==> config.mk <==
export PLATFORM = sky130hd
export DESIGN_NAME = vram_scanout
export DESIGN_NICKNAME = d
export VERILOG_FILES = /design/src/rtl/vram_video_pkg.sv /design/src/rtl/raster_timing.sv /design/src/rtl/vram_scanout.sv
export SDC_FILE = /design/constraint.sdc
export NUM_CORES = 1
export LEC_CHECK = 0
export ABC_AREA = 1
export ABC_CLOCK_PERIOD_IN_PS = 3000
export CELL_PAD_IN_SITES_DETAIL_PLACEMENT = 1
export CELL_PAD_IN_SITES_GLOBAL_PLACEMENT = 1
export CORE_UTILIZATION = 44
export CTS_BUF_LIST = sky130_fd_sc_hd__clkbuf_8 sky130_fd_sc_hd__clkbuf_16
export DETAILED_ROUTE_END_ITERATION = 10
export MAX_ROUTING_LAYER = met4
export PLACE_DENSITY = 0.9
export SYNTH_ARGS = -nofsm -noshare
export SYNTH_HDL_FRONTEND = slang
export SYNTH_SLANG_ARGS = --single-unit
==> constraint.sdc <==
create_clock -name clk -period 3 [get_ports clk]
set_clock_uncertainty 0.1 [all_clocks]
set_input_delay 0.45 -clock clk [delete_from_list [all_inputs] [get_ports clk]]
set_output_delay 0.45 -clock clk [all_outputs]
set_load 0.005 [all_outputs]
==> src/rtl/vram_video_pkg.sv <==
// Shared video/VRAM constants: framebuffer geometry, default 640x480 raster
// timing, window offset helper, default palette and the pipeline flag bundle.
package vram_video_pkg;

    // VRAM geometry, shared with the CPU and the VRAM wrapper.
    localparam int VRAM_W = 128;
    localparam int VRAM_H = 64;
    localparam int PIX_W  = 2;
    localparam int HPOS_W = 7;
    localparam int VPOS_W = 6;

    // Raster counters are 10 bits wide; every supported total fits in 1024.
    localparam int CNT_W = 10;
    localparam int RGB_W = 12;

    // Default 640x480 timing.
    localparam int DEF_H_VIS  = 640;
    localparam int DEF_H_FP   = 16;
    localparam int DEF_H_SYNC = 96;
    localparam int DEF_H_BP   = 48;
    localparam int DEF_V_VIS  = 480;
    localparam int DEF_V_FP   = 10;
    localparam int DEF_V_SYNC = 2;
    localparam int DEF_V_BP   = 33;
    localparam int DEF_H_TOTAL = DEF_H_VIS + DEF_H_FP + DEF_H_SYNC + DEF_H_BP;
    localparam int DEF_V_TOTAL = DEF_V_VIS + DEF_V_FP + DEF_V_SYNC + DEF_V_BP;

    // Default palette (RGB444) and border colour.
    localparam logic [RGB_W-1:0] DEF_PAL0   = 12'h000;
    localparam logic [RGB_W-1:0] DEF_PAL1   = 12'h0F0;
    localparam logic [RGB_W-1:0] DEF_PAL2   = 12'h0F0;
    localparam logic [RGB_W-1:0] DEF_PAL3   = 12'hFFF;
    localparam logic [RGB_W-1:0] DEF_BORDER = 12'h111;

    // Offset that centres a span of 'span' pixels inside 'vis' pixels.
    function automatic int win_off(input int vis, input int span);
        return (vis - span) / 2;
    endfunction

    // Per-pixel flags carried down the pipeline next to the VRAM access.
    typedef struct packed {
        logic vis;
        logic in_win;
        logic hs;
        logic vs;
    } flags_t;

endpackage

==> src/rtl/raster_timing.sv <==
// Raster timing generator: clock divider, horizontal/vertical counters and the
// combinational visible/sync flags decoded from the current counter values.
module raster_timing
    import vram_video_pkg::*;
#(
    parameter int CLK_DIV = 1,
    parameter int H_VIS   = DEF_H_VIS,
    parameter int H_FP    = DEF_H_FP,
    parameter int H_SYNC  = DEF_H_SYNC,
    parameter int H_BP    = DEF_H_BP,
    parameter int V_VIS   = DEF_V_VIS,
    parameter int V_FP    = DEF_V_FP,
    parameter int V_SYNC  = DEF_V_SYNC,
    parameter int V_BP    = DEF_V_BP
) (
    input  logic             clk,
    input  logic             rst_n,
    output logic [CNT_W-1:0] h_cnt,
    output logic [CNT_W-1:0] v_cnt,
    output logic             frame_wrap,
    output logic             vis,
    output logic             hs_act,
    output logic             vs_act
);

    localparam int DIV_W = (CLK_DIV > 1) ? $clog2(CLK_DIV) : 1;

    localparam logic [DIV_W-1:0] DIV_LAST = DIV_W'(CLK_DIV - 1);
    localparam logic [CNT_W-1:0] H_LAST   = CNT_W'(H_VIS + H_FP + H_SYNC + H_BP - 1);
    localparam logic [CNT_W-1:0] V_LAST   = CNT_W'(V_VIS + V_FP + V_SYNC + V_BP - 1);
    localparam logic [CNT_W-1:0] H_VIS_C  = CNT_W'(H_VIS);
    localparam logic [CNT_W-1:0] V_VIS_C  = CNT_W'(V_VIS);
    localparam logic [CNT_W-1:0] HS_BEG   = CNT_W'(H_VIS + H_FP);
    localparam logic [CNT_W-1:0] HS_END   = CNT_W'(H_VIS + H_FP + H_SYNC);
    localparam logic [CNT_W-1:0] VS_BEG   = CNT_W'(V_VIS + V_FP);
    localparam logic [CNT_W-1:0] VS_END   = CNT_W'(V_VIS + V_FP + V_SYNC);

    logic [DIV_W-1:0] div_cnt;
    logic             step;
    logic             h_last;
    logic             v_last;

    assign step   = (div_cnt == DIV_LAST);
    assign h_last = (h_cnt == H_LAST);
    assign v_last = (v_cnt == V_LAST);

    // Pixel divider: 'step' is high for one clk out of every CLK_DIV.
    always_ff @(posedge clk or negedge rst_n) begin
        if (!rst_n) begin
            div_cnt <= '0;
        end else if (step) begin
            div_cnt <= '0;
        end else begin
            div_cnt <= div_cnt + 1'b1;
        end
    end

    // Raster position: h wraps into v, both wrap together at end of frame.
    always_ff @(posedge clk or negedge rst_n) begin
        if (!rst_n) begin
            h_cnt <= '0;
            v_cnt <= '0;
        end else if (step) begin
            if (h_last) begin
                h_cnt <= '0;
                v_cnt <= v_last ? '0 : v_cnt + 1'b1;
            end else begin
                h_cnt <= h_cnt + 1'b1;
            end
        end
    end

    // Flags decoded from the counters; the consumer registers them.
    always_comb begin
        frame_wrap = step && h_last && v_last;
        vis        = (h_cnt < H_VIS_C) && (v_cnt < V_VIS_C);
        hs_act     = (h_cnt >= HS_BEG) && (h_cnt < HS_END);
        vs_act     = (v_cnt >= VS_BEG) && (v_cnt < VS_END);
    end

endmodule

==> src/rtl/vram_scanout.sv <==
// Display-side VRAM reader: maps raster position to VRAM coordinates, reads the
// synchronous RAM port and produces RGB444, DE and syncs through a 3-clk
// pipeline whose outputs stay mutually aligned.
module vram_scanout
    import vram_video_pkg::*;
#(
    parameter int               CLK_DIV  = 1,
    parameter int               H_VIS    = DEF_H_VIS,
    parameter int               H_FP     = DEF_H_FP,
    parameter int               H_SYNC   = DEF_H_SYNC,
    parameter int               H_BP     = DEF_H_BP,
    parameter int               V_VIS    = DEF_V_VIS,
    parameter int               V_FP     = DEF_V_FP,
    parameter int               V_SYNC   = DEF_V_SYNC,
    parameter int               V_BP     = DEF_V_BP,
    parameter int               SCALE    = 4,
    parameter int               SYNC_NEG = 1,
    parameter logic [RGB_W-1:0] PAL0     = DEF_PAL0,
    parameter logic [RGB_W-1:0] PAL1     = DEF_PAL1,
    parameter logic [RGB_W-1:0] PAL2     = DEF_PAL2,
    parameter logic [RGB_W-1:0] PAL3     = DEF_PAL3,
    parameter logic [RGB_W-1:0] BORDER   = DEF_BORDER
) (
    input  logic              clk,
    input  logic              rst_n,
    input  logic              hires,
    output logic [HPOS_W-1:0] vram_rd_hpos,
    output logic [VPOS_W-1:0] vram_rd_vpos,
    input  logic [PIX_W-1:0]  vram_rd_pixel,
    output logic              hsync,
    output logic              vsync,
    output logic              de,
    output logic [RGB_W-1:0]  rgb
);

    localparam int WIN_W  = VRAM_W * SCALE;
    localparam int WIN_H  = VRAM_H * SCALE;
    localparam int X_OFF  = win_off(H_VIS, WIN_W);
    localparam int Y_OFF  = win_off(V_VIS, WIN_H);
    localparam int SH_HI  = $clog2(SCALE);
    localparam int SH_LO  = SH_HI + 1;

    localparam logic [CNT_W-1:0] X_LO = CNT_W'(X_OFF);
    localparam logic [CNT_W-1:0] X_HI = CNT_W'(X_OFF + WIN_W);
    localparam logic [CNT_W-1:0] Y_LO = CNT_W'(Y_OFF);
    localparam logic [CNT_W-1:0] Y_HI = CNT_W'(Y_OFF + WIN_H);

    // Level driven on hsync/vsync while the pulse is not active.
    localparam logic SYNC_IDLE = (SYNC_NEG != 0);

    logic [CNT_W-1:0] h_cnt;
    logic [CNT_W-1:0] v_cnt;
    logic             frame_wrap;
    logic             vis;
    logic             hs_act;
    logic             vs_act;
    logic             hires_q;
    logic             in_win;
    logic [CNT_W-1:0] h_rel;
    logic [CNT_W-1:0] v_rel;
    flags_t           s0_flags;
    flags_t           s1_flags;
    flags_t           s2_flags;
    logic [RGB_W-1:0] pal_rgb;

    raster_timing #(
        .CLK_DIV (CLK_DIV),
        .H_VIS   (H_VIS),
        .H_FP    (H_FP),
        .H_SYNC  (H_SYNC),
        .H_BP    (H_BP),
        .V_VIS   (V_VIS),
        .V_FP    (V_FP),
        .V_SYNC  (V_SYNC),
        .V_BP    (V_BP)
    ) u_timing (
        .clk        (clk),
        .rst_n      (rst_n),
        .h_cnt      (h_cnt),
        .v_cnt      (v_cnt),
        .frame_wrap (frame_wrap),
        .vis        (vis),
        .hs_act     (hs_act),
        .vs_act     (vs_act)
    );

    // Window decode and window-relative coordinates at the counter stage.
    always_comb begin
        in_win   = (h_cnt >= X_LO) && (h_cnt < X_HI) && (v_cnt >= Y_LO) && (v_cnt < Y_HI);
        h_rel    = h_cnt - X_LO;
        v_rel    = v_cnt - Y_LO;
        s0_flags = '{vis: vis, in_win: in_win, hs: hs_act, vs: vs_act};
    end

    // Mode is only latched as the raster wraps to (0,0), so a frame never mixes modes.
    always_ff @(posedge clk or negedge rst_n) begin
        if (!rst_n) begin
            hires_q <= 1'b0;
        end else if (frame_wrap) begin
            hires_q <= hires;
        end
    end

    // S1: register the VRAM read address (held outside the window) and flags.
    always_ff @(posedge clk or negedge rst_n) begin
        if (!rst_n) begin
            vram_rd_hpos <= '0;
            vram_rd_vpos <= '0;
            s1_flags     <= '0;
        end else begin
            if (in_win) begin
                vram_rd_hpos <= hires_q ? HPOS_W'(h_rel >> SH_HI) : HPOS_W'(h_rel >> SH_LO);
                vram_rd_vpos <= hires_q ? VPOS_W'(v_rel >> SH_HI) : VPOS_W'(v_rel >> SH_LO);
            end
            s1_flags <= s0_flags;
        end
    end

    // S2: flags wait one clk while the RAM returns the pixel.
    always_ff @(posedge clk or negedge rst_n) begin
        if (!rst_n) begin
            s2_flags <= '0;
        end else begin
            s2_flags <= s1_flags;
        end
    end

    // Palette lookup on the returned VRAM pixel.
    always_comb begin
        pal_rgb = PAL0;
        case (vram_rd_pixel)
            2'd0:    pal_rgb = PAL0;
            2'd1:    pal_rgb = PAL1;
            2'd2:    pal_rgb = PAL2;
            default: pal_rgb = PAL3;
        endcase
    end

    // S3: all video outputs registered together so they stay aligned.
    always_ff @(posedge clk or negedge rst_n) begin
        if (!rst_n) begin
            hsync <= SYNC_IDLE;
            vsync <= SYNC_IDLE;
            de    <= 1'b0;
            rgb   <= '0;
        end else begin
            hsync <= s2_flags.hs ? ~SYNC_IDLE : SYNC_IDLE;
            vsync <= s2_flags.vs ? ~SYNC_IDLE : SYNC_IDLE;
            de    <= s2_flags.vis;
            if (!s2_flags.vis) begin
                rgb <= '0;
            end else if (!s2_flags.in_win) begin
                rgb <= BORDER;
            end else begin
                rgb <= pal_rgb;
            end
        end
    end

endmodule
==> results.md, run 1 <==
* Die Wd at 80.8 um
* Final HPWL DP at 5240 um
* Adder-cell area share of the yosys netlist at 0.0550
* Largest cells by area after synthesis: dfrtp_1 (43%), nand2_1 (13%), nand3_1 (7.1%)
* Asr flop ratio synth at 1.00
* Buffers & Inverters on Critical Path at 1
* Skew-Pair Late Insertion Delay at 0.32 ns
* CP max-delay cell: dfrtp_1
* Delay-heaviest family, CP: simple AND/OR/NAND/NOR gates
* CTS Buf Count at 5
* Xor/xnor cell area share of the yosys netlist at 0.00962
* Critical Path Fanout Max at 13
* Placed Cells incl. Taps at 440
* Grt total ovfl at 0
* Relative slew slack at 0.270
* Share of total power in sequential cells at 0.594
* Fin crit period at 2.16 ns
* Pint at 0.000839 W
* Reg2Reg Depth at 8
* Final setup viols at 0
* RR Startpoint: u_timing.v_cnt[4]
* CTS root buf: clkbuf_8
* Number of synthesized register bits at 49
* Avg Inst Size Synth at 7.78 sq um
* # DRC at 0
* Share of layout cells above drive strength 1 at 0.0697
* Mapped Cells at 351
* Crit path kind: flop to flop
* PortBufs at 32
* Main combinational cell family by area after synthesis: simple AND/OR/NAND/NOR gates
* Critical Path End Type: flop
* CP startpoint kind: flop
* Final instance area at 0.00310 sq mm
* Most common cell in the netlist: nand2_1
* Cell Pwr Density at 358 mW/mm^2
* Clock network power share at 0.389
* Unique cell type count in the Yosys netlist at 28
* Endpoints failing hold at 0
* Total track usage at 0.250
* Leading area contributor after synthesis: dfrtp_1
* Die area at 0.00653 sq mm
* Depth of the CTS H-tree at 2
* Post-synth EDFFs at 0
* CP max stage delay at 0.52 ns
* Clock transition at path regs at 0.11 ns
* Vert. Die Dim at 80.8 um
* FMAX at 464 MHz
* Status: finished, final reports clean
* Clock Tree Buf Depth at 2
* TritonCTS Sinks at 49
* Post-synth top cells: nand2_1 (94), dfrtp_1 (47), nand3_1 (39)
* Worst IR Drop VDD at 0.000184 V
* CTS tree: yes
* Placed Area at 0.00300 sq mm
* Drt first-iter violations at 137
* Vias in the first global route at 2396
* Drt wl/cell at 15.8 um
* RSZ-0062 raised after global routing: no
* Area Growth Syn to Fin at 13.6%
* Total wire length at 7070 um
* Primary FF master, synth: dfrtp_1
* Post-synthesis compound-gate area fraction at 0.0628
* Min-Delay Path Class: input port to asynchronous set/reset pin
* Net Sw Frac at 0.245
* Fin nets at 389
* Site Rows at 28
* I/O pins at 33
* GP Congestion at 0.884
* R2R setup slack at 0.84 ns
* Combinational power share at 0.017
* Post-CTS Resized at 0
* Crit path top cell by count: nand2_1
* Finished Layout Cells at 448
* Setup bufs post-CTS at 0
* Yosys top cell area share at 0.431
* Worst path cell trace: ha_1 > nand2_1 > inv_1 > nand2_1 > nand3_2 > nor2_2 > nand3_1 > nand2_1
* Post-synthesis mux area share at 0
* Actual slew at the worst max-slew pin at 1.09 ns
* Slew Viols, Final at 0
* Starting Density at 0.459
* Vias post-DR at 2371
* Final hold slack at 0.225 ns
* Switching Power at 0.000272 W
* Synth Area in Simple Gates at 0.316
* Synth Warn # at 0
* Initial antenna violation count at 0
* Crit path required time at 3.16 ns
* Vias per std cell at 5.29
* Leakage dissipation at 1.53 nW
* TritonRoute pass-1 iters at 4
* Sum Neg Setup Slack at 0 ns
* Mapped Area at 0.00273 sq mm
* Final period util at 0.719
* First-pass GRT wire length at 11900 um
* Largest net degree at the start of global routing at 50
* Arr. time, crit path at 2.32 ns
* Final setup margin at 0.844 ns
* CTS hold repair buffers at 0
* Final ANT Viol Nets at 0
* Post-Syn Nets at 368
* Max_cap viols at 0
* Register area share after synthesis at 0.450
* Post-place setup slack at 0.898 ns
* Antenna Cells at 0
* FF-to-FF End: vram_rd_hpos[6]
* Core area at 0.00596 sq mm
[state kept, by name, indices dropped and copies added (netlist names), 4 cells and up]
name            flops
rgb                 4
u_timing.h_cnt     10
u_timing.v_cnt     10
s1_flags            4
s2_flags            4
vram_rd_hpos        7
vram_rd_vpos        6
[worst max path at each step]
stage	end	depth (start not counted)	slack (ns)	from
after floorplan	vram_rd_hpos[0]	10	1.41	u_timing.v_cnt[4]
after global placement	vram_rd_hpos[3]	8	1.09	u_timing.v_cnt[4]
after detailed placement	vram_rd_hpos[6]	8	0.90	u_timing.v_cnt[4]
after CTS	vram_rd_hpos[6]	8	0.86	u_timing.v_cnt[4]
after global routing	vram_rd_vpos[1]	8	0.70	u_timing.h_cnt[6]
final	vram_rd_hpos[6]	8	0.84	u_timing.v_cnt[4]
[metrics by stage]
stage,total power (W),utilization
detailed placement,0.000692,0.504
floorplan,0.000674,-
global route,0.00115,0.521
global placement,0.000692,0.504
CTS,0.00112,0.521
finish,0.00111,0.521
[placed cells by master (no fill, tap or decap)]
| cell type | n |
|---|---|
| nand2_1 | 94 |
| dfrtp_1 | 47 |
| nand3_1 | 39 |
| inv_1 | 36 |
| nor2_1 | 33 |
| clkdlybuf4s50_1 | 31 |
| o21ai_0 | 22 |
| ha_1 | 12 |
| a21oi_1 | 9 |
| nand4_1 | 7 |
| nor3_1 | 6 |
| nand2_2 | 5 |
| clkbuf_8 | 5 |
| inv_2 | 4 |
| xor2_1 | 3 |
| and3_1 | 2 |
| nand3_2 | 2 |
| nor4_1 | 2 |
| o21ai_1 | 2 |
| dfstp_2 | 2 |
| clkinv_2 | 1 |
| nor2_4 | 1 |
| a31oi_1 | 1 |
| nand3b_1 | 1 |
| nor3_4 | 1 |
| nor2_2 | 1 |
| clkinv_4 | 1 |
| inv_8 | 1 |
| inv_6 | 1 |
| buf_2 | 1 |
[power by group through the flow]
stage | Sequential (W) | Clock, W | Combinational, W
finish | 0.000660 | 0.000432 | 0.0000185
global route | 0.000660 | 0.000464 | 0.0000215
CTS | 0.000660 | 0.000439 | 0.0000197
detailed placement | 0.000673 | 0 | 0.0000194
global placement | 0.000673 | 0 | 0.0000187
floorplan | 0.000673 | 0 | 0.000000920
[cell families after synthesis]
logic type / after synthesis
buf+inv: 59
fa+ha+maj: 12
compound gates: 34
flops: 49
xor+xnor: 3
simple gates: 194
[routing by layer]
metal,vias up,GRT usage,share of wire
met5,-,-,0
met4,0,0.0786,0.016
met3,11,0.0404,0.036
met2,63,0.427,0.51
met1,1145,0.303,0.44
li1,1152,-,-
[layout make-up]
cell class                      instances  area (sq um)
Tap cell                               75          93.8
Fill cell                             755          2850
Inverter                               41           155
Timing Repair Buffer                   32           315
Clock inverter                          3          28.8
Clock buffer                            5          68.8
Sequential cell                        49          1230
Multi-Input combinational cell        243          1210
[worst reg2reg max path: stages (launching register included)]
cell     delay [ns]
dfrtp_1        0.52
ha_1           0.31
nand2_1        0.15
inv_1          0.07
nand2_1        0.09
nand3_2        0.09
nor2_2         0.48
nand3_1        0.19
nand2_1        0.11
No activity file was read; power rests on OpenSTA's default activity.
==> run 2, diff against run 1 <==
- ABC_CLOCK_PERIOD_IN_PS: 3000 -> 1800
- CORE_UTILIZATION: 44 -> 37
- PLACE_DENSITY: 0.9 -> 0.82
- clock period: 3 -> 1.8 ns (I/O delays scaled with it)
==> run 2 against run 1 <==
  * Non-clock buffer count grew 21
  * Worst hold slack gained 0.028 ns
  * Routed wire length grew 4.1%
  * First-iteration DRC count shrank 25%
  * Critical path depth grew 1
==> results.md, run 2 (synthesized netlist as in run 1, its figures left out) <==
* Status: finished, final reports clean
* Drt first-iter violations at 103 (-25%)
* Clock transition at path regs at 0.09 ns (-0.02 ns)
* Grt total ovfl at 0 (unchanged)
* CTS root buf: clkbuf_8
* Share of total power in sequential cells at 0.597 (+0.003)
* Die area at 0.00773 sq mm (+18%)
* Pint at 0.00142 W (+70%)
* Crit path kind: flop to flop
* Vert. Die Dim at 87.9 um (+8.8%)
* CP max stage delay at 0.42 ns (-0.10 ns)
* Clock Tree Buf Depth at 2 (unchanged)
* TritonCTS Sinks at 49 (unchanged)
* Total track usage at 0.208 (-0.0424)
* Crit path required time at 1.90 ns (-1.26 ns)
* CTS tree: yes
* Finished Layout Cells at 491 (+9.6%)
* Initial antenna violation count at 0 (unchanged)
* Arr. time, crit path at 1.81 ns (-0.51 ns)
* Sum Neg Setup Slack at 0 ns (unchanged)
* Actual slew at the worst max-slew pin at 0.470 ns (-0.624 ns)
* Clock network power share at 0.383 (-0.006)
* Final period util at 0.949 (+0.231)
* PortBufs at 32 (unchanged)
* Routed wl met3 at 319 um (+25%)
* Site Rows at 30 (+7.1%)
* Min-Delay Path Class: flop to flop
* Vias per std cell at 5.03 (-4.9%)
* Relative slew slack at 0.687 (+0.416)
* Most common cell after layout, fill and taps aside: nand2_1
* Final ANT Viol Nets at 0 (unchanged)
* FMAX at 585 MHz (+26%)
* Die Wd at 87.9 um (+8.8%)
* Critical Path Fanout Max at 7 (-6)
* GP Congestion at 0.940 (+6.3%)
* First-pass GRT wire length at 12000 um (+0.76%)
* Worst path cell trace: inv_1 > ha_1 > inv_1 > nor2_4 > nand3b_1 > nand2_2 > nand3_4 > nand2_1 > nand2_1
* CP max-delay cell: dfrtp_1
* Vias in the first global route at 2495 (+4.1%)
* Starting Density at 0.393 (-0.0653)
* # DRC at 0 (unchanged)
* Total wire length at 7360 um (+4.1%)
* Core area at 0.00694 sq mm (+17%)
* Endpoints failing hold at 0 (unchanged)
* Leakage dissipation at 1.65 nW (+7.5%)
* Antenna Cells at 0 (unchanged)
* Switching Power at 0.000418 W (+54%)
* Most frequent cells in the layout: nand2_1 (92), dfrtp_1 (45), nand3_1 (39)
* Buffers & Inverters on Critical Path at 2 (+1)
* Worst IR Drop VDD at 0.000261 V (+42%)
* CP startpoint kind: flop
* Net Sw Frac at 0.227 (-0.0177)
* Depth of the CTS H-tree at 2 (unchanged)
* WL met2 at 3620 um (+0.53%)
* Slew Viols, Final at 0 (unchanged)
* Final hold slack at 0.253 ns (+0.0281 ns)
* TritonRoute pass-1 iters at 4 (unchanged)
* Area Growth Syn to Fin at 23.7%
* Largest net degree at the start of global routing at 23 (-54%)
* Combinational power share at 0.020 (+0.003)
* M1 WL at 3340 um (+7.4%)
* Share of layout cells above drive strength 1 at 0.147 (+0.0771)
* Highest routing layer actually used: met4
* Drt wl/cell at 15.0 um (-5.1%)
* Fin nets at 411 (+5.7%)
* Max_cap viols at 0 (unchanged)
* Final HPWL DP at 5410 um (+3.3%)
* Placed Cells incl. Taps at 476 (+8.2%)
* Design Power at 0.00184 W (+66%)
* Fin crit period at 1.71 ns (-0.447 ns)
* Delay-heaviest family, CP: simple AND/OR/NAND/NOR gates
* Final setup viols at 0 (unchanged)
* CTS Buf Count at 5 (unchanged)
* Cell Pwr Density at 545 mW/mm^2 (+52%)
* Critical Path End Type: flop
* Fin util at 0.486 (-0.0343)
* I/O pins at 33 (unchanged)
* Leading registers by flop count: u_timing.h_cnt x10, u_timing.v_cnt x10, vram_rd_hpos x7
* Vias post-DR at 2472 (+4.3%)
* Skew-Pair Late Insertion Delay at 0.31 ns (about the same)
## run 2: path summary, 6_finish.rpt
kind                                         from           endpoint  slack, ns  cells past startpoint
min in group asynchronous                   rst_n    vram_rd_hpos[3]       0.34                      2
max in group asynchronous                   rst_n  u_timing.h_cnt[0]       0.61                      3
worst min register to register        s1_flags[3]        s2_flags[3]       0.25                      0
worst max register to register  u_timing.v_cnt[1]    vram_rd_vpos[5]       0.09                      9
worst min-delay path                  s1_flags[3]        s2_flags[3]       0.25                      0
worst max-delay path            u_timing.v_cnt[1]    vram_rd_vpos[5]       0.09                      9
## run 2: power groups by stage
stage	Sequential, W	Combinational (W)	Clock (W)
final	0.00110	0.0000359	0.000706
after global placement	0.00112	0.0000352	0
after floorplan	0.00112	0.00000153	0
after detailed placement	0.00112	0.0000362	0
after CTS	0.00110	0.0000380	0.000719
after global routing	0.00110	0.0000416	0.000763
## run 2: area by class of cell
| type | instances | area [sq um] |
|---|---|---|
| Fill cell | 845 | 3570 |
| Timing Repair Buffer | 53 | 495 |
| Sequential cell | 49 | 1230 |
| Inverter | 41 | 156 |
| Clock inverter | 2 | 13.8 |
| Tap cell | 96 | 120 |
| Multi-Input combinational cell | 244 | 1280 |
| Clock buffer | 6 | 82.6 |
## run 2: stage by stage
step | setup WS, ns | cell area [sq um]
3_3_place_gp | 0.0724 | 3160
4_1_cts | 0.0275 | 3270
5_1_grt | -0.0170 | 3380
3_5_place_dp | -0.0415 | 3160
2_1_floorplan | 0.206 | 2730
6_report | 0.0912 | 3380
## run 2: timing repair
item | 4_1_cts | 5_1_grt
buffers inserted | 0 | 5
hold buffers | 1 | 0
cloned | 0 | 1
endpoints found under the hold margin | 19 | 0
endpoints found under the setup margin | 14 | 24
gates resized for setup | 3 | 16
pin swaps | 0 | 3
## run 2: metal layers
layer | vias to the layer above | GRT usage
li1 | 1201 | -
met1 | 1202 | 0.253
met2 | 61 | 0.353
met3 | 8 | 0.0386
met4 | 0 | 0.0522
met5 | - | -
